File: src/rtl/flush_sequencer_pkg.sv
// flush_sequencer_pkg: shared state encoding and fence-operation bundle for the flush sequencer.
//   flush_state_e : IDLE, FLUSH_D, FLUSH_I, DONE (fixed 2-bit encoding)
//   fence_op_t    : one bit per committed fence flavour
package flush_sequencer_pkg;

    localparam logic [1:0] ST_IDLE    = 2'd0;
    localparam logic [1:0] ST_FLUSH_D = 2'd1;
    localparam logic [1:0] ST_FLUSH_I = 2'd2;
    localparam logic [1:0] ST_DONE    = 2'd3;

    typedef enum logic [1:0] {
        IDLE    = ST_IDLE,
        FLUSH_D = ST_FLUSH_D,
        FLUSH_I = ST_FLUSH_I,
        DONE    = ST_DONE
    } flush_state_e;

    typedef struct packed {
        logic fence;
        logic fence_i;
        logic sfence;
        logic hvvma;
        logic hgvma;
    } fence_op_t;

endpackage

File: src/rtl/flush_sequencer_ack.sv
// flush_ack_tracker: per-channel pending mask, loaded all-ones, each bit cleared by its ack.
//   clk, rst  : clock, asynchronous active-high reset
//   load      : set every channel pending
//   abort     : drop every pending channel
//   ack       : per-channel acknowledge, ignored where nothing is pending
//   pending   : registered pending mask
//   all_done  : no channel is left pending once this cycle's acks are applied
module flush_ack_tracker #(
    parameter int unsigned N = 2
) (
    input  logic         clk,
    input  logic         rst,
    input  logic         load,
    input  logic         abort,
    input  logic [N-1:0] ack,
    output logic [N-1:0] pending,
    output logic         all_done
);

    always_ff @(posedge clk or posedge rst) begin
        if (rst) pending <= '0;
        else if (load) pending <= '1;
        else if (abort) pending <= '0;
        else pending <= pending & ~ack;
    end

    assign all_done = ~|(pending & ~ack);

endmodule

File: src/rtl/flush_sequencer.sv
// flush_sequencer: sequences fence/fence.i/sfence.vma/hfence flushes across D-cache banks, I-cache and TLBs.
//   clk_i, rst_i           : clock, asynchronous active-high reset
//   v_i, *_req_i, *fence*_i: virtualization mode and committed fence requests
//   halt_csr_i             : WFI halt from CSR
//   set_pc_commit_o, flush_pipeline_o, flush_tlb*_o : accept-cycle actions
//   flush_dcache_o/ack_i   : per-bank D-cache flush handshake
//   flush_icache_o/ack_i   : I-cache flush (pulse or handshake)
//   halt_o, busy_o, done_o, timeout_o : sequencing status
module flush_sequencer
    import flush_sequencer_pkg::*;
#(
    parameter int unsigned NrDcacheChan  = 2,
    parameter bit          DcacheWb      = 1'b1,
    parameter bit          IcacheAck     = 1'b0,
    parameter int unsigned TimeoutCycles = 1024,
    parameter int unsigned TimeoutW      = (TimeoutCycles > 0) ? $clog2(TimeoutCycles + 1) : 1
) (
    input  logic                    clk_i,
    input  logic                    rst_i,
    input  logic                    v_i,
    input  logic                    fence_req_i,
    input  logic                    fence_i_req_i,
    input  logic                    sfence_vma_i,
    input  logic                    hfence_vvma_i,
    input  logic                    hfence_gvma_i,
    input  logic                    halt_csr_i,
    output logic                    set_pc_commit_o,
    output logic                    flush_pipeline_o,
    output logic                    flush_tlb_o,
    output logic                    flush_tlb_vvma_o,
    output logic                    flush_tlb_gvma_o,
    output logic [NrDcacheChan-1:0] flush_dcache_o,
    input  logic [NrDcacheChan-1:0] flush_dcache_ack_i,
    output logic                    flush_icache_o,
    input  logic                    flush_icache_ack_i,
    output logic                    halt_o,
    output logic                    busy_o,
    output logic                    done_o,
    output logic                    timeout_o
);

    flush_state_e            state, state_next;
    fence_op_t               op;
    logic                    accept, go_d, need_i, waiting, timeout, d_done, icache_pulse;
    logic [NrDcacheChan-1:0] pending_d;
    logic [TimeoutW-1:0]     cnt;

    assign op = '{fence: fence_req_i, fence_i: fence_i_req_i, sfence: sfence_vma_i,
                  hvvma: hfence_vvma_i, hgvma: hfence_gvma_i};

    // Gated by reset so every output is low while reset is held.
    assign accept  = !rst_i && state == IDLE && op != '0;
    assign go_d    = DcacheWb && (op.fence || op.fence_i);
    assign waiting = state == FLUSH_D || state == FLUSH_I;
    assign timeout = TimeoutCycles != 0 && waiting && cnt == TimeoutW'(TimeoutCycles);

    always_comb begin
        state_next = state;
        case (state)
            IDLE:    if (accept) state_next = go_d ? FLUSH_D : (op.fence_i && IcacheAck) ? FLUSH_I : DONE;
            FLUSH_D: if (timeout || d_done) state_next = (!timeout && need_i && IcacheAck) ? FLUSH_I : DONE;
            FLUSH_I: if (timeout || flush_icache_ack_i) state_next = DONE;
            default: state_next = IDLE;
        endcase
    end

    always_ff @(posedge clk_i or posedge rst_i) begin
        if (rst_i) begin
            state  <= IDLE;
            need_i <= 1'b0;
            cnt    <= '0;
        end else begin
            state  <= state_next;
            need_i <= accept ? op.fence_i : timeout ? 1'b0 : need_i;
            cnt    <= state_next != state ? '0 : waiting ? cnt + TimeoutW'(1) : cnt;
        end
    end

    flush_ack_tracker #(.N(NrDcacheChan)) u_dack (
        .clk      (clk_i),
        .rst      (rst_i),
        .load     (accept && go_d),
        .abort    (timeout),
        .ack      (flush_dcache_ack_i),
        .pending  (pending_d),
        .all_done (d_done)
    );

    // Without a handshake the I-cache flush is a pulse issued only once the D-cache side has finished.
    assign icache_pulse = !IcacheAck && ((accept && !go_d && op.fence_i) ||
                                         (state == FLUSH_D && d_done && !timeout && need_i));

    assign set_pc_commit_o  = accept;
    assign flush_pipeline_o = accept;
    assign flush_tlb_o      = accept && op.sfence && !v_i;
    assign flush_tlb_vvma_o = accept && ((op.sfence && v_i) || op.hvvma);
    assign flush_tlb_gvma_o = accept && op.hgvma;
    assign flush_dcache_o   = timeout ? '0 : pending_d;
    assign flush_icache_o   = (state == FLUSH_I && !timeout) || icache_pulse;
    assign busy_o           = state != IDLE;
    assign halt_o           = !rst_i && (halt_csr_i || busy_o);
    assign done_o           = state == DONE;
    assign timeout_o        = timeout;

    a_busy_ignores_requests: assert property (@(posedge clk_i) disable iff (rst_i) busy_o |-> !accept);

endmodule

File: config.mk
export PLATFORM = sky130hd
export DESIGN_NAME = flush_sequencer
export DESIGN_NICKNAME = d
export VERILOG_FILES = /design/src/rtl/flush_sequencer_pkg.sv /design/src/rtl/flush_sequencer_ack.sv /design/src/rtl/flush_sequencer.sv
export SDC_FILE = /design/constraint.sdc
export NUM_CORES = 1
export LEC_CHECK = 0
export CORE_MARGIN = 5
export CORE_UTILIZATION = 50
export DETAILED_ROUTE_END_ITERATION = 8
export GPL_TIMING_DRIVEN = 0
export PLACE_DENSITY = 0.78
export REMOVE_ABC_BUFFERS = 1
export SYNTH_ARGS = -nofsm -noshare
export SYNTH_HDL_FRONTEND = slang
export SYNTH_SLANG_ARGS = --single-unit
File: constraint.sdc
create_clock -name clk_i -period 3.52 [get_ports clk_i]
set_clock_uncertainty 0.15 [all_clocks]
set_input_delay 0.352 -clock clk_i [delete_from_list [all_inputs] [get_ports clk_i]]
set_output_delay 0.352 -clock clk_i [all_outputs]
set_load 0.01 [all_outputs]
**Word-level counts from Yosys, hierarchy flattened**

Index checks and enable logic that the tools add are counted.

- $add $sub $neg: 1
- Equality and inequality tests: 5
- Multiplexer cells: 12
- Bitwise gates (word level): 2
- Reductions and logical operators: 35

Operators with widths:

| cell | count |
|---|---|
| $mux W11 | 2 |
| $logic_and A1 B1 Y1 | 16 |
| $mux W2 | 7 |
| $add A11 B1 Y11 const B | 1 |
| $eq A11 B11 Y1 const B | 1 |
| $logic_or A1 B1 Y1 | 8 |
| $pmux W2 S3 | 1 |
| $reduce_bool A2 Y1 | 3 |
| $logic_not A1 Y1 | 5 |
| $reduce_bool A5 Y1 | 1 |
| $eq A2 B2 Y1 const B | 2 |
| $and A2 B2 Y2 | 1 |
| $eq A2 B1 Y1 const B | 1 |
| $logic_not A2 Y1 | 1 |
| $mux W1 | 2 |
| $ne A2 B2 Y1 | 1 |
| $not A2 Y2 | 1 |
| $reduce_or A2 Y1 | 1 |

- Register bits after elaboration: 16
- Input port bits: 12
- Output and inout port bits: 12
- Word-level logic and storage cells: 59

**Depth between registers and ports, before layout**

Gate-level depths: netlist (run 1).

- Depth in word-level cells: 9
- Gate-level depth with buffers: 9
- Mapped depth without buffers: 7

**By module**

A second synthesis (run 1) with hierarchy kept.

- Cells, all modules: 125
- Area, all modules: 1,236.2 um^2

Modules (own cells, without submodules):

| module | instances | cells each | area an instance (um^2) | seq. area each (um^2) |
|---|---|---|---|---|
| flush_sequencer | 1 | 116 | 1,126.1 | 350.3 |
| flush_ack_tracker | 1 | 9 | 110.1 | 50.0 |

**Worst setup path after synthesis (run 1)**

No wires, ideal clock.

- Kind: reg-to-reg
- From: register state[1]
- To: register cnt[0]
- Setup time: 0.131 ns
- Arrival time: 2.327 ns
- Path slack: 0.912 ns
- Cell stages (with the launch flop): 10
- Buffers on the path: 2
- Cell sequence: dfrtp_1 > inv_1 > ha_1 > buf_4 > or4b_4 > nor3_2 > o211ai_1 > nand3_1 > buf_4 > a211oi_2

- Cells in the longest elaborated chain, start to end: 8
- Elaborated cells between the ends (all ways): 16

RTL lines:

| what | line | text |
|---|---|---|
| start, declared | flush_sequencer.sv:42 | `flush_state_e state, state_next;` |
| start signal, assigned | flush_sequencer.sv:73 | `state <= state_next;` |
| $eq A2 B1 Y1 / $eq A2 B2 Y1 (equally long branches) | flush_sequencer.sv:54 | `assign waiting = state == FLUSH_D \|\| state == FLUSH_I;` |
| $logic_or A1 B1 Y1 (*) | flush_sequencer.sv:54 |  |
| $logic_and A1 B1 Y1 (*) | flush_sequencer.sv:55 | `assign timeout = TimeoutCycles != 0 && waiting && cnt == TimeoutW'(TimeoutCycles);` |
| net timeout_o | flush_sequencer.sv:39 | `output logic timeout_o` |
| $logic_or A1 B1 Y1, on equally long branches | flush_sequencer.sv:62, flush_sequencer.sv:61 |  |
| $mux W2, on equally long branches | flush_sequencer.sv:62, flush_sequencer.sv:61 |  |
| $pmux W2 S3 (*) | flush_sequencer.sv:59 | `case (state)` |
| $ne A2 B2 Y1 (*) | flush_sequencer.sv:75 | `cnt <= state_next != state ? '0 : waiting ? cnt + TimeoutW'(1) : cnt;` |
| $mux W11 / $reduce_bool A2 Y1 (equally long branches) | -- |  |
| end signal, assigned | flush_sequencer.sv:75 |  |
| end, declared | flush_sequencer.sv:46 | `logic [TimeoutW-1:0] cnt;` |

The timed path passes the listed nets; every way through them passes the cells marked *.
A chain may end at the register's enable or synchronous reset.

**Worst setup path after layout (run 1)**

- From: register state[1]
- To: output timeout_o

- Cells in the longest elaborated chain, start to end: 3
- Elaborated cells between the ends (all ways): 4

RTL lines:

| what | line |
|---|---|
| $eq A2 B1 Y1 / $eq A2 B2 Y1 (equally long branches) | flush_sequencer.sv:54 |
| $logic_or A1 B1 Y1 (*) | flush_sequencer.sv:54 |
| $logic_and A1 B1 Y1 (*) | flush_sequencer.sv:55 |
| end, declared | flush_sequencer.sv:39 |

Every way passes the cells marked *; elsewhere a longest branch is shown, timed or not.

==> results of run 1 <==
stage by stage:
step	std cells	utilization (%)	area [µm²]
floorplan	115	-	1120
global placement	166	62.7	1390
detailed placement	166	62.7	1390
CTS	170	64.3	1420
global route	170	64.8	1430
finish	170	64.8	1430
layout by cell type, fill, tap and decap left out, types with 2 or more instances in the layout:
| cell | netlist | routed |
|---|---|---|
| sky130_fd_sc_hd__a211oi_2 | 10 | 10 |
| sky130_fd_sc_hd__a21oi_1 | 3 | 3 |
| sky130_fd_sc_hd__a31oi_1 | 2 | 2 |
| sky130_fd_sc_hd__and3_1 | 3 | 3 |
| sky130_fd_sc_hd__clkbuf_4 | 0 | 3 |
| sky130_fd_sc_hd__clkdlybuf4s50_1 | 0 | 23 |
| sky130_fd_sc_hd__dfrtp_1 | 16 | 16 |
| sky130_fd_sc_hd__ha_1 | 7 | 7 |
| sky130_fd_sc_hd__inv_1 | 9 | 9 |
| sky130_fd_sc_hd__nand2_1 | 5 | 5 |
| sky130_fd_sc_hd__nand2b_1 | 3 | 3 |
| sky130_fd_sc_hd__nand3_1 | 4 | 4 |
| sky130_fd_sc_hd__nand4_1 | 3 | 3 |
| sky130_fd_sc_hd__nor2_1 | 11 | 11 |
| sky130_fd_sc_hd__nor2b_1 | 2 | 2 |
| sky130_fd_sc_hd__nor3_1 | 5 | 5 |
| sky130_fd_sc_hd__o211ai_1 | 2 | 2 |
| sky130_fd_sc_hd__o21ai_0 | 2 | 2 |
| sky130_fd_sc_hd__o31ai_1 | 2 | 2 |
| sky130_fd_sc_hd__or4b_4 | 2 | 2 |
| sky130_fd_sc_hd__xnor2_1 | 6 | 6 |
| sky130_fd_sc_hd__xor2_1 | 4 | 4 |
critical path: cells and delay by family (launching register included):
kind                       cells  cell delay (ns)
adders and majority gates      1             0.43
DFF                            1             0.47
and+or+nand+nor                2             0.90
buffers and inverters          2             0.73
layout make-up:
class	instances	area [µm²]
fill	190	779
sequential	16	400
inverter	9	33.8
clock buffer	4	36.3
tap	28	35.0
multi-input combinational	90	697
timing repair buffer	23	230
kinds of logic after synthesis:
family / after synthesis / synth area share [%]
DFF: 16 / 34.5
muxes: 1 / 0.863
buffers and inverters: 14 / 6.26
adders and majority gates: 7 / 7.55
and+or+nand+nor: 45 / 22.2
xor gates and xnor gates: 10 / 7.55
AOI/OAI and AO/OA: 27 / 21.0
state kept, by name, indices dropped and copies added, names as in the netlist:
name and flops:
need_i 1, state 2, cnt 11, u_dack.pending 2
repair_timing:
| action | CTS | global route |
|---|---|---|
| endpoints found under the hold margin | 0 | 0 |
| resized for setup | 0 | 2 |
| endpoints found under the setup margin | 0 | 7 |
report_power, final:
part	total [mW]	leakage [nW]	switching (mW)	internal [mW]
clock	0.125	0.0210	0.0619	0.0630
sequential	0.246	0.216	0.0299	0.217
combinational	0.639	0.325	0.389	0.251
metal layers:
layer	vias to the layer above	GRT usage, %	routed length [µm]	share of wire, %
li1	474	-	-	-
met1	465	22.1	1180	46
met2	23	26.9	1200	47
met3	5	3.12	137	5.4
met4	0	5.30	31	1.2
met5	-	0	0	0
final timing paths:
check	to	depth (start not counted)
min in group asynchronous	cnt[5]$_DFFE_PP0P_	2
worst max-delay path	timeout_o	5
max in group asynchronous	cnt[10]$_DFFE_PP0P_	2
worst max register to register	cnt[8]$_DFFE_PP0P_	7
worst min-delay path	need_i$_DFFE_PP0P_	1
worst min register to register	need_i$_DFFE_PP0P_	1
==> run summary, run 1 <==
The tools report the post-route setup TNS as 0 ns. For the H-tree depth, the log shows 1. The data arrival at the endpoint of the critical path was 2.83 ns. The die covers 0.00338 mm². Counting flops with a built-in enable in the synthesized netlist gives 0. The slowest cell on the critical path is sky130_fd_sc_hd__clkdlybuf4s50_1. The relative area change from synthesis to final layout is 23.5%, and the buffer count from post-CTS setup fixing is 0. For this configuration, the core starts out at a cell density of 52.4%.

The aggregate routed wire length is 2.55 mm. The clock-pin transition on the worst setup and hold timing paths is 0.10 ns. The worst register-to-register path has a setup slack of 0.50 ns. The final-report max-slew violation count came out at 0. Based on the critical path, the design can be clocked at up to 301 MHz.

The ratio of cells with drive above 1 in the final layout was 15.5%. The logs give 1.89 mm for the half-perimeter wire length after placement and 37 for the count of different cell masters after synthesis. Prior to clock tree synthesis, the placed netlist has a worst setup slack of 0.161 ns. The transition at the pin with the smallest max-transition slack is 0.712 ns. Measured along the x axis, the die boundary spans 58.2 µm.

The tools report the Yosys warning count as 0. The flow ran to the end, and the final reports show no timing, DRC or antenna violations. The fraction of synthesis flops using an asynchronous set or reset pin is 100%, and the total setup violations reported at the end of the flow is 0. The worst register-to-register path begins at state[1]$_DFF_PP0_. STA classifies the critical path endpoint as a primary output.

Global routing finished with a remaining overflow of 0. The cell with the most instances after synthesis was sky130_fd_sc_hd__dfrtp_1. For the buffer levels on the longest clock path, the log shows 2.

Summing over every cut layer, the via total after detailed routing is 967. The worst setup path is launched from a flip-flop. The commonest cells after synthesis are sky130_fd_sc_hd__dfrtp_1 (16), sky130_fd_sc_hd__nor2_1 (11), sky130_fd_sc_hd__a211oi_2 (10), sky130_fd_sc_hd__inv_1 (9), sky130_fd_sc_hd__ha_1 (7). The clock period minus worst slack was 3.33 ns; the required time of the worst setup path was 3.02 ns. TritonCTS built the clock tree.

The path category of the worst min-delay check is reg -> reg. For the standard-cell row count, the log shows 17. The number of flip-flops and latches in the synthesized netlist came out at 16. The worst-case IR drop observed on VDD is 0.724 mV. The average detailed-routed wire length per instance is 15.0 µm. The run gives 52.5% as the remaining max-slew budget at the tightest pin. Setup slack closes at 0.193 ns. During placement, the flow inserted port buffers numbering 23.

Final net count: 162. After clock tree synthesis, the flow added hold-fix buffers numbering 0. The maximum number of pins on one net before global-route repair is 20, and the total iterations of the first detailed-routing run is 4.

The share of synthesized area in the top cell type comes to 34.5%. For this run, the slowest stage of the critical path takes 0.61 ns. The final routed DRC violation total was 0.

By area the synthesized netlist is led by sky130_fd_sc_hd__dfrtp_1 (35%), sky130_fd_sc_hd__a211oi_2 (11%), sky130_fd_sc_hd__ha_1 (7.6%), sky130_fd_sc_hd__xnor2_1 (4.5%), sky130_fd_sc_hd__nor2_1 (3.6%). The logs give 0.561 nW for the static leakage and 16 for the number of sinks on the clock net. Sequential share of the synthesized area: 34.5%. The number of antenna violations at the first check in global routing came out at 0.

The total power divided by cell area is 706 mW/mm². In this run the remaining antenna-violating nets after routing total 0. The tools report the netlist area before placement as 0.00116 mm². Among all flip-flop cells after synthesis, the most frequent one is sky130_fd_sc_hd__dfrtp_1. Tracing the worst setup path back leads to its startpoint at state[1]$_DFF_PP0_. Dividing the detail-routed via count by the number of cells gives 5.69.

The region available for standard cell placement spans 0.00221 mm². The tool flagged a number of max-cap violations equal to 0. The per-instance average area after synthesis is 9.67 µm², and the total power of the final layout is 1.01 mW. The via count of the first global-routing pass was 946. For the clock insertion delay at the later pin of the skew report, the log shows 0.29 ns. 0 antenna diodes ended up in the layout. In this run the most critical hold path is launched from need_i$_DFFE_PP0P_.

Walking the worst path, the cells encountered are inv_1, ha_1, or4b_4, nor3_4, clkdlybuf4s50_1. Number of violations reported at the end of detailed-routing iteration 0: 22. The die span in y was 58.2 µm.

The worst setup path is of the reg -> out kind. After technology mapping, the gate count stands at 120. The minimum hold slack came out at 0.373 ns. For this design the top-level I/O count stands at 24. The largest driver fanout on the critical path was 9; the placer congestion estimate was 0.776.

Summed over all instances, the cell type with the most area after synthesis is sky130_fd_sc_hd__dfrtp_1. The first global-routing pass estimated 4.37 mm of wire. The number of clock buffers added by TritonCTS is 3. The root buffer cell chosen for the clock tree is sky130_fd_sc_hd__clkbuf_4. For the global routing usage summed across all routing layers, the log shows 16.6%. Ratio of final minimum period to clock period: 94.5%. Final hold violation count: 0. Setup repair after global routing left no endpoint under its margin.
Note: power is estimated with default switching activity, not from simulation.
==> run 2, diff against run 1 <==
--- a/config.mk
+++ b/config.mk
@@ -5,6 +5,7 @@
 export SDC_FILE = /design/constraint.sdc
 export NUM_CORES = 1
 export LEC_CHECK = 0
+export CAP_MARGIN = 40
 export CORE_MARGIN = 5
 export CORE_UTILIZATION = 50
 export DETAILED_ROUTE_END_ITERATION = 8
==> run 2 against run 1 <==
Global-route usage is 1.0 points higher. Sequential share of layout area is 0.12 points higher. Sequential power hardly changed. Largest cell class unchanged. First-iteration DRC count stayed put. Via count is 1.0% lower.
==> run summary, run 2 (synthesized netlist as in run 1, its figures left out) <==
The maximum number of pins on one net before global-route repair is 20 (unchanged), and the static leakage is 0.559 nW (-0.36%). Relative to the synthesized area, the layout overhead comes to 23.0%. The clock-pin transition on the worst setup and hold timing paths was 0.09 ns (about the same); the required time of the worst setup path was 3.02 ns (about the same).

The area of the placeable core was 0.00221 mm² (unchanged). The number of sinks on the clock net was 16 (unchanged); the global route total overflow was 0 (unchanged). The aggregate routed wire length was 2.59 mm (+1.5%). Detail-routed via count per cell: 5.63 (-1.0%). The buffer cell driving the clock tree root was sky130_fd_sc_hd__clkbuf_4. For the H-tree depth, the log shows 1 (unchanged). For the total setup violations reported at the end of the flow, the log shows 0 (unchanged). Buffer count from post-CTS setup fixing: 0 (unchanged). The largest registers in the layout are cnt x11, state x2, u_dack.pending x2.

The internal power component is 0.522 mW (-1.7%). Post-route setup TNS: 0 ns (unchanged). The slowest stage of the critical path belongs to the cell sky130_fd_sc_hd__clkdlybuf4s50_1. Final routed DRC violation total: 0 (unchanged). The switching power was 0.483 mW (+0.55%); the data arrival at the endpoint of the critical path was 2.80 ns (-0.03 ns). The transition at the pin with the smallest max-transition slack came out at 0.717 ns (+0.00524 ns). Critical path class: reg -> out.

The filler cell count came out at 198 (+4.2%). Clock insertion delay at the later pin of the skew report: 0.29 ns (about the same). The largest driver fanout on the critical path came out at 9 (unchanged). The logs give 0.372 ns (-0.000763 ns) for the minimum hold slack and 52.4% (unchanged) for the effective utilization at floorplan. The run gives 0 (unchanged) as the final-report max-slew violation count. The remaining max-slew budget at the tightest pin is 52.1% (-0.35 points). Setup repair after global routing left no endpoint under its margin. The width of the chip is 58.2 µm (unchanged), and the die footprint is 0.00338 mm² (unchanged).

Share of power burned in combinational logic: 65.8% (+2.5 points). Number of antenna diodes: 0 (unchanged). Grouping stages by cell kind, the critical path spends the most delay in simple AND/OR/NAND/NOR gates. The logs give 24.6% (+0.2 points) for the relative contribution of sequential cells to total power and 4.54 mm (+3.8%) for the wire length of the first global-routing pass. Placer congestion estimate: 0.776 (unchanged). The number of max-capacitance violations reported is 0 (unchanged). The number of buffers inserted during clock tree synthesis came out at 3 (unchanged). The die span in y is 58.2 µm (unchanged), and the timing-limited maximum frequency is 303 MHz (+0.73%).

Ratio of cells with drive above 1 in the final layout: 14.8% (-0.70 points). The top cell types in the final layout, fill and taps aside, are sky130_fd_sc_hd__clkdlybuf4s50_1 (23), sky130_fd_sc_hd__dfrtp_1 (16), sky130_fd_sc_hd__nor2_1 (11). The startpoint identified for the worst hold timing path is need_i$_DFFE_PP0P_. The ratio of final minimum period to clock period works out to 93.8% (-0.69 points). The part of the power in the clock network came out at 9.6% (-2.8 points). The tools report the total via count in the routed design as 957 (-1.0%). The logs give 163 (+0.62%) for the final net count and 17 (unchanged) for the standard-cell row count. The final hold violation count was 0 (unchanged). The number of flip-flops in the largest register is 11 (unchanged).

Source of the worst register-to-register timing path: state[1]$_DFF_PP0_. The switching part of the total power is 48.1% (+0.55 points), and the half-perimeter wire length after placement is 1.96 mm (+3.4%). The register with the most flip-flops in the final layout is cnt. The run gives 22 (unchanged) as the number of violations reported at the end of detailed-routing iteration 0.

The tools report the global routing usage summed across all routing layers as 17.6% (+1.0 points). The clock period minus worst slack is 3.30 ns (-0.0242 ns). TritonCTS built the clock tree.

Average detailed-routed wire length per instance: 15.2 µm (+1.5%). The count of pins on the block boundary was 24 (unchanged); the maximum cell stage delay along the critical path was 0.61 ns (about the same). The tools report the total iterations of the first detailed-routing run as 4 (unchanged). The buffer levels on the longest clock path is 2 (unchanged). The logs give 970 (+2.5%) for the via count of the first global-routing pass and 0 (unchanged) for the number of antenna violations at the first check in global routing. The critical path goes through inv_1, ha_1, or4b_4, nor3_4, clkdlybuf4s50_1.

Start point of the critical path: state[1]$_DFF_PP0_. The number of buffer and inverter stages on the critical path is 2 (unchanged). The run gives 0 (unchanged) as the number of nets with antenna violations after routing. The critical path startpoint category is a flip-flop. The total power divided by cell area came out at 704 mW/mm² (-0.17%).

The category of the worst setup path capture point was a primary output. The number of buffers inserted by port buffering works out to 23 (unchanged). The library cell used most frequently in the layout, excluding fill and tap cells, is sky130_fd_sc_hd__clkdlybuf4s50_1. In this run the worst hold path is classified as reg -> reg. The flow ran to the end, and the final reports show no timing, DRC or antenna violations.

Largest voltage drop on the vdd net: 0.691 mV (-4.6%).
==> run 2: metrics by stage <==
stage                     setup slack (ns)  instance area [µm²]  cells  power (mW)  utilization (%)
after floorplan                      0.606                 1120    115       0.683                -
after global placement               0.237                 1390    166       0.858             62.7
after detailed placement             0.404                 1400    167       0.905             63.2
after CTS                           0.0715                 1420    170        1.00             64.2
after global routing                0.0440                 1430    170        1.08             64.5
final                                0.217                 1430    170        1.00             64.5
==> run 2: final cells by class <==
| type | instances | area, µm² | share of cell area (%) |
|---|---|---|---|
| tap | 28 | 35.0 | 2.46 |
| clock buffer | 3 | 22.5 | 1.58 |
| multi-input combinational | 90 | 693 | 48.6 |
| timing repair buffer | 24 | 241 | 16.9 |
| inverter | 9 | 33.8 | 2.37 |
| sequential | 16 | 400 | 28.1 |
==> run 2: routing by layer <==
metal / wire length, µm / part of all wire [%] / up-vias / GRT usage [%]
met2: 1210 / 47 / 22 / 27.9
met1: 1220 / 47 / 455 / 22.7
li1: - / - / 478 / -
met3: 133 / 5.1 / 2 / 4.23
met4: 29 / 1.1 / 0 / 7.62
met5: 0 / 0 / - / 0
==> run 2: power by group through the flow <==
stage	combinational, mW	sequential, mW	clock [mW]
after floorplan	0.441	0.242	0
after global placement	0.611	0.247	0
after detailed placement	0.654	0.251	0
after CTS	0.656	0.247	0.100
after global routing	0.718	0.253	0.111
final	0.661	0.247	0.0965
==> run 2: worst paths after layout <==
check	depth (start not counted)	slack, ns	end
max	5	0.22	timeout_o
min	1	0.37	need_i$_DFFE_PP0P_
max reg2reg	8	0.48	cnt[5]$_DFFE_PP0P_
min reg2reg	1	0.37	need_i$_DFFE_PP0P_
max in group asynchronous	2	2.32	cnt[3]$_DFFE_PP0P_
min in group asynchronous	2	0.45	cnt[7]$_DFFE_PP0P_
==> run 2: what timing repair did <==
action	4_1_cts	5_1_grt
hold buffers	0	0
setup endpoints to repair	0	4
gates resized for setup	0	1
==> run 3, diff against run 2 <==
--- a/config.mk
+++ b/config.mk
@@ -10,8 +10,10 @@
 export CORE_UTILIZATION = 50
 export DETAILED_ROUTE_END_ITERATION = 8
 export GPL_TIMING_DRIVEN = 0
+export MAX_ROUTING_LAYER = met4
 export PLACE_DENSITY = 0.78
 export REMOVE_ABC_BUFFERS = 1
 export SYNTH_ARGS = -nofsm -noshare
 export SYNTH_HDL_FRONTEND = slang
 export SYNTH_SLANG_ARGS = --single-unit
+export TNS_END_PERCENT = 50
==> run 3 against run 2 <==
Critical path depth did not move. Via count rose by 0.10%. Cell area unchanged. Cell count did not move. Combinational power about the same. Worst hold slack improved by 0.00096 ns. Clock power up 1%. Sequential power hardly changed. Flip-flop and latch count unchanged.
==> run summary, run 3 (synthesized netlist as in run 1, its figures left out) <==
The die footprint is 0.00338 mm² (unchanged), and the number of antenna diodes is 0 (unchanged). The library cell used most frequently in the layout, excluding fill and tap cells, is sky130_fd_sc_hd__clkdlybuf4s50_1. The min-delay analysis places its worst path in the category reg -> reg.

The clock-pin transition on the worst setup and hold timing paths works out to 0.09 ns (about the same). Global route total overflow: 0 (unchanged). Critical path class: reg -> out.

The die span in y came out at 58.2 µm (unchanged). Leaving out fill and tap cells, the most frequent cells in the layout are sky130_fd_sc_hd__clkdlybuf4s50_1 (23), sky130_fd_sc_hd__dfrtp_1 (16), sky130_fd_sc_hd__nor2_1 (11). The detailed-routed wire length on met2 is 1.19 mm (-1.3%), and the data arrival at the endpoint of the critical path is 2.81 ns (about the same). The logs give 163 (unchanged) for the final net count and 0 (unchanged) for the number of antenna violations at the first check in global routing. The total via count in the routed design is 958 (+0.10%), and the detailed-route wire length on metal 1 is 1.22 mm (+0.58%). In this run the worst setup path begins at state[1]$_DFF_PP0_.

The detail-routed via count per cell came out at 5.64 (+0.10%). The largest voltage drop on the vdd net is 0.689 mV (-0.22%), and the ratio of cells with drive above 1 in the final layout is 14.8% (unchanged). The run gives 0.786 (+1.4%) as the placer congestion estimate.

The tools report the wire length of the first global-routing pass as 4.53 mm (-0.15%). The logs give 17 (unchanged) for the standard-cell row count and 52.4% (unchanged) for the effective utilization at floorplan. The final-report max-slew violation count was 0 (unchanged); the largest driver fanout on the critical path was 9 (unchanged). The maximum cell stage delay along the critical path was 0.61 ns (about the same). The tools report the final routed DRC violation total as 0 (unchanged). The filler cell count is 198 (unchanged). For the total setup violations reported at the end of the flow, the log shows 0 (unchanged).

The run gives 16 (unchanged) as the number of sinks on the clock net. STA classifies the critical path startpoint as a flip-flop. Setup repair after global routing left no endpoint under its margin. For this design, the slowest cell found on the critical path is sky130_fd_sc_hd__clkdlybuf4s50_1. The average detailed-routed wire length per instance came out at 15.3 µm (+0.35%). The via count of the first global-routing pass is 971 (+0.10%). TritonCTS built the clock tree. The logs give 0 (unchanged) for the buffer count from post-CTS setup fixing and 18.1% (+0.53 points) for the global routing usage summed across all routing layers. The cell family contributing the most delay on the critical path is simple AND/OR/NAND/NOR gates. STA classifies the critical path endpoint as a primary output.

Half-perimeter wire length after placement: 1.96 mm (unchanged). Number of buffer and inverter stages on the critical path: 2 (unchanged). Source of the worst register-to-register timing path: state[1]$_DFF_PP0_.

The tools report the number of max-capacitance violations reported as 0 (unchanged). The launch point of the worst hold path was need_i$_DFFE_PP0P_. The run finished with clean final reports. The final hold violation count was 0 (unchanged); the width of the chip was 58.2 µm (unchanged). The transition at the pin with the smallest max-transition slack was 0.718 ns (+0.000282 ns). The signal on the critical path passes through inv_1, ha_1, or4b_4, nor3_4, clkdlybuf4s50_1.

The total iterations of the first detailed-routing run is 4 (unchanged). The post-route setup TNS came out at 0 ns (unchanged). Number of buffers inserted during clock tree synthesis: 3 (unchanged).

For the number of violations reported at the end of detailed-routing iteration 0, the log shows 22 (unchanged). H-tree depth: 1 (unchanged). After detailed routing, no signal wire sits above met4. The clock period minus worst slack was 3.31 ns (+0.00484 ns); the required time of the worst setup path was 3.02 ns (about the same).

For the clock insertion delay at the later pin of the skew report, the log shows 0.29 ns (about the same). The ratio of final minimum period to clock period is 94.0% (+0.14 points). The summed area of non-filler cells in the final layout is 0.00143 mm² (unchanged), and the storage element area is 400 µm² (unchanged).

The relative area change from synthesis to final layout is 23.0% (unchanged). The worst hold path stage count works out to 1 (unchanged). The run gives 693 µm² (unchanged) as the multi-input gate area in the final layout. The total power divided by cell area was 705 mW/mm² (about the same); the count of pins on the block boundary was 24 (unchanged).

For the maximum number of pins on one net before global-route repair, the log shows 20 (unchanged). The logic depth of the worst register-to-register path is 8 (unchanged). For the static leakage, the log shows 0.559 nW (unchanged). Number of flip-flops in the largest register: 11 (unchanged).

The remaining max-slew budget at the tightest pin is 52.1% (about the same). The tools report the buffer cell driving the clock tree root as sky130_fd_sc_hd__clkbuf_4. For the cell area after placement, the log shows 0.00140 mm² (unchanged). The amount of wire on met3 after detailed routing came out at 134 µm (+0.75%). The total number of cells along the worst setup path came out at 5 (unchanged).

For the area of the placeable core, the log shows 0.00221 mm² (unchanged). The largest registers in the layout are cnt x11, state x2, u_dack.pending x2. The aggregate routed wire length was 2.59 mm (+0.35%). Number of nets with antenna violations after routing: 0 (unchanged). The number of buffers inserted by port buffering is 23 (unchanged).

Timing-limited maximum frequency: 302 MHz (-0.15%). Counting flops per register, the top entry is cnt. For the buffer levels on the longest clock path, the log shows 2 (unchanged).
run 3: cell counts in the layout (fill, tap and decap cells not counted):
No cell type changed its count.
run 3: cell type report:
cell class              instances  area share, %
well taps                      28           2.46
clock buffers                   3           1.58
multi-input cells              90           48.6
inverters                       9           2.37
repair buffers                 24           16.9
flip-flops and latches         16           28.1
run 3: stage by stage:
step	hold slack [ns]	power [mW]	instances	util, %	worst slack, ns
floorplan	0.137	0.683	115	-	0.606
global placement	0.341	0.858	166	62.7	0.237
detailed placement	0.350	0.905	167	63.2	0.404
CTS	0.371	1.00	170	64.2	0.0715
global route	0.410	1.08	170	64.5	0.0440
finish	0.373	1.01	170	64.5	0.212
run 3: layer usage:
layer / up-vias / track usage [%]
li1: 478 / -
met1: 453 / 22.7
met2: 23 / 27.9
met3: 4 / 4.23
met4: 0 / 7.62
met5: - / -
run 3: timing repair:
item | in CTS | in global routing
gates resized for setup | 0 | 1
endpoints found under the setup margin | 0 | 4
hold buffers | 0 | 0
run 3: final timing paths:
path / end / slack [ns]
worst min register to register: need_i$_DFFE_PP0P_ / 0.37
worst max register to register: cnt[5]$_DFFE_PP0P_ / 0.48
min in group asynchronous: cnt[7]$_DFFE_PP0P_ / 0.44
worst max-delay path: timeout_o / 0.21
worst min-delay path: need_i$_DFFE_PP0P_ / 0.37
max in group asynchronous: cnt[3]$_DFFE_PP0P_ / 2.32
run 3: report_power, final:
part / total, mW / internal, mW / switching [mW]
Combinational: 0.660 / 0.265 / 0.395
Sequential: 0.247 / 0.217 / 0.0307
Clock: 0.0978 / 0.0399 / 0.0578
Total: 1.01 / 0.522 / 0.483
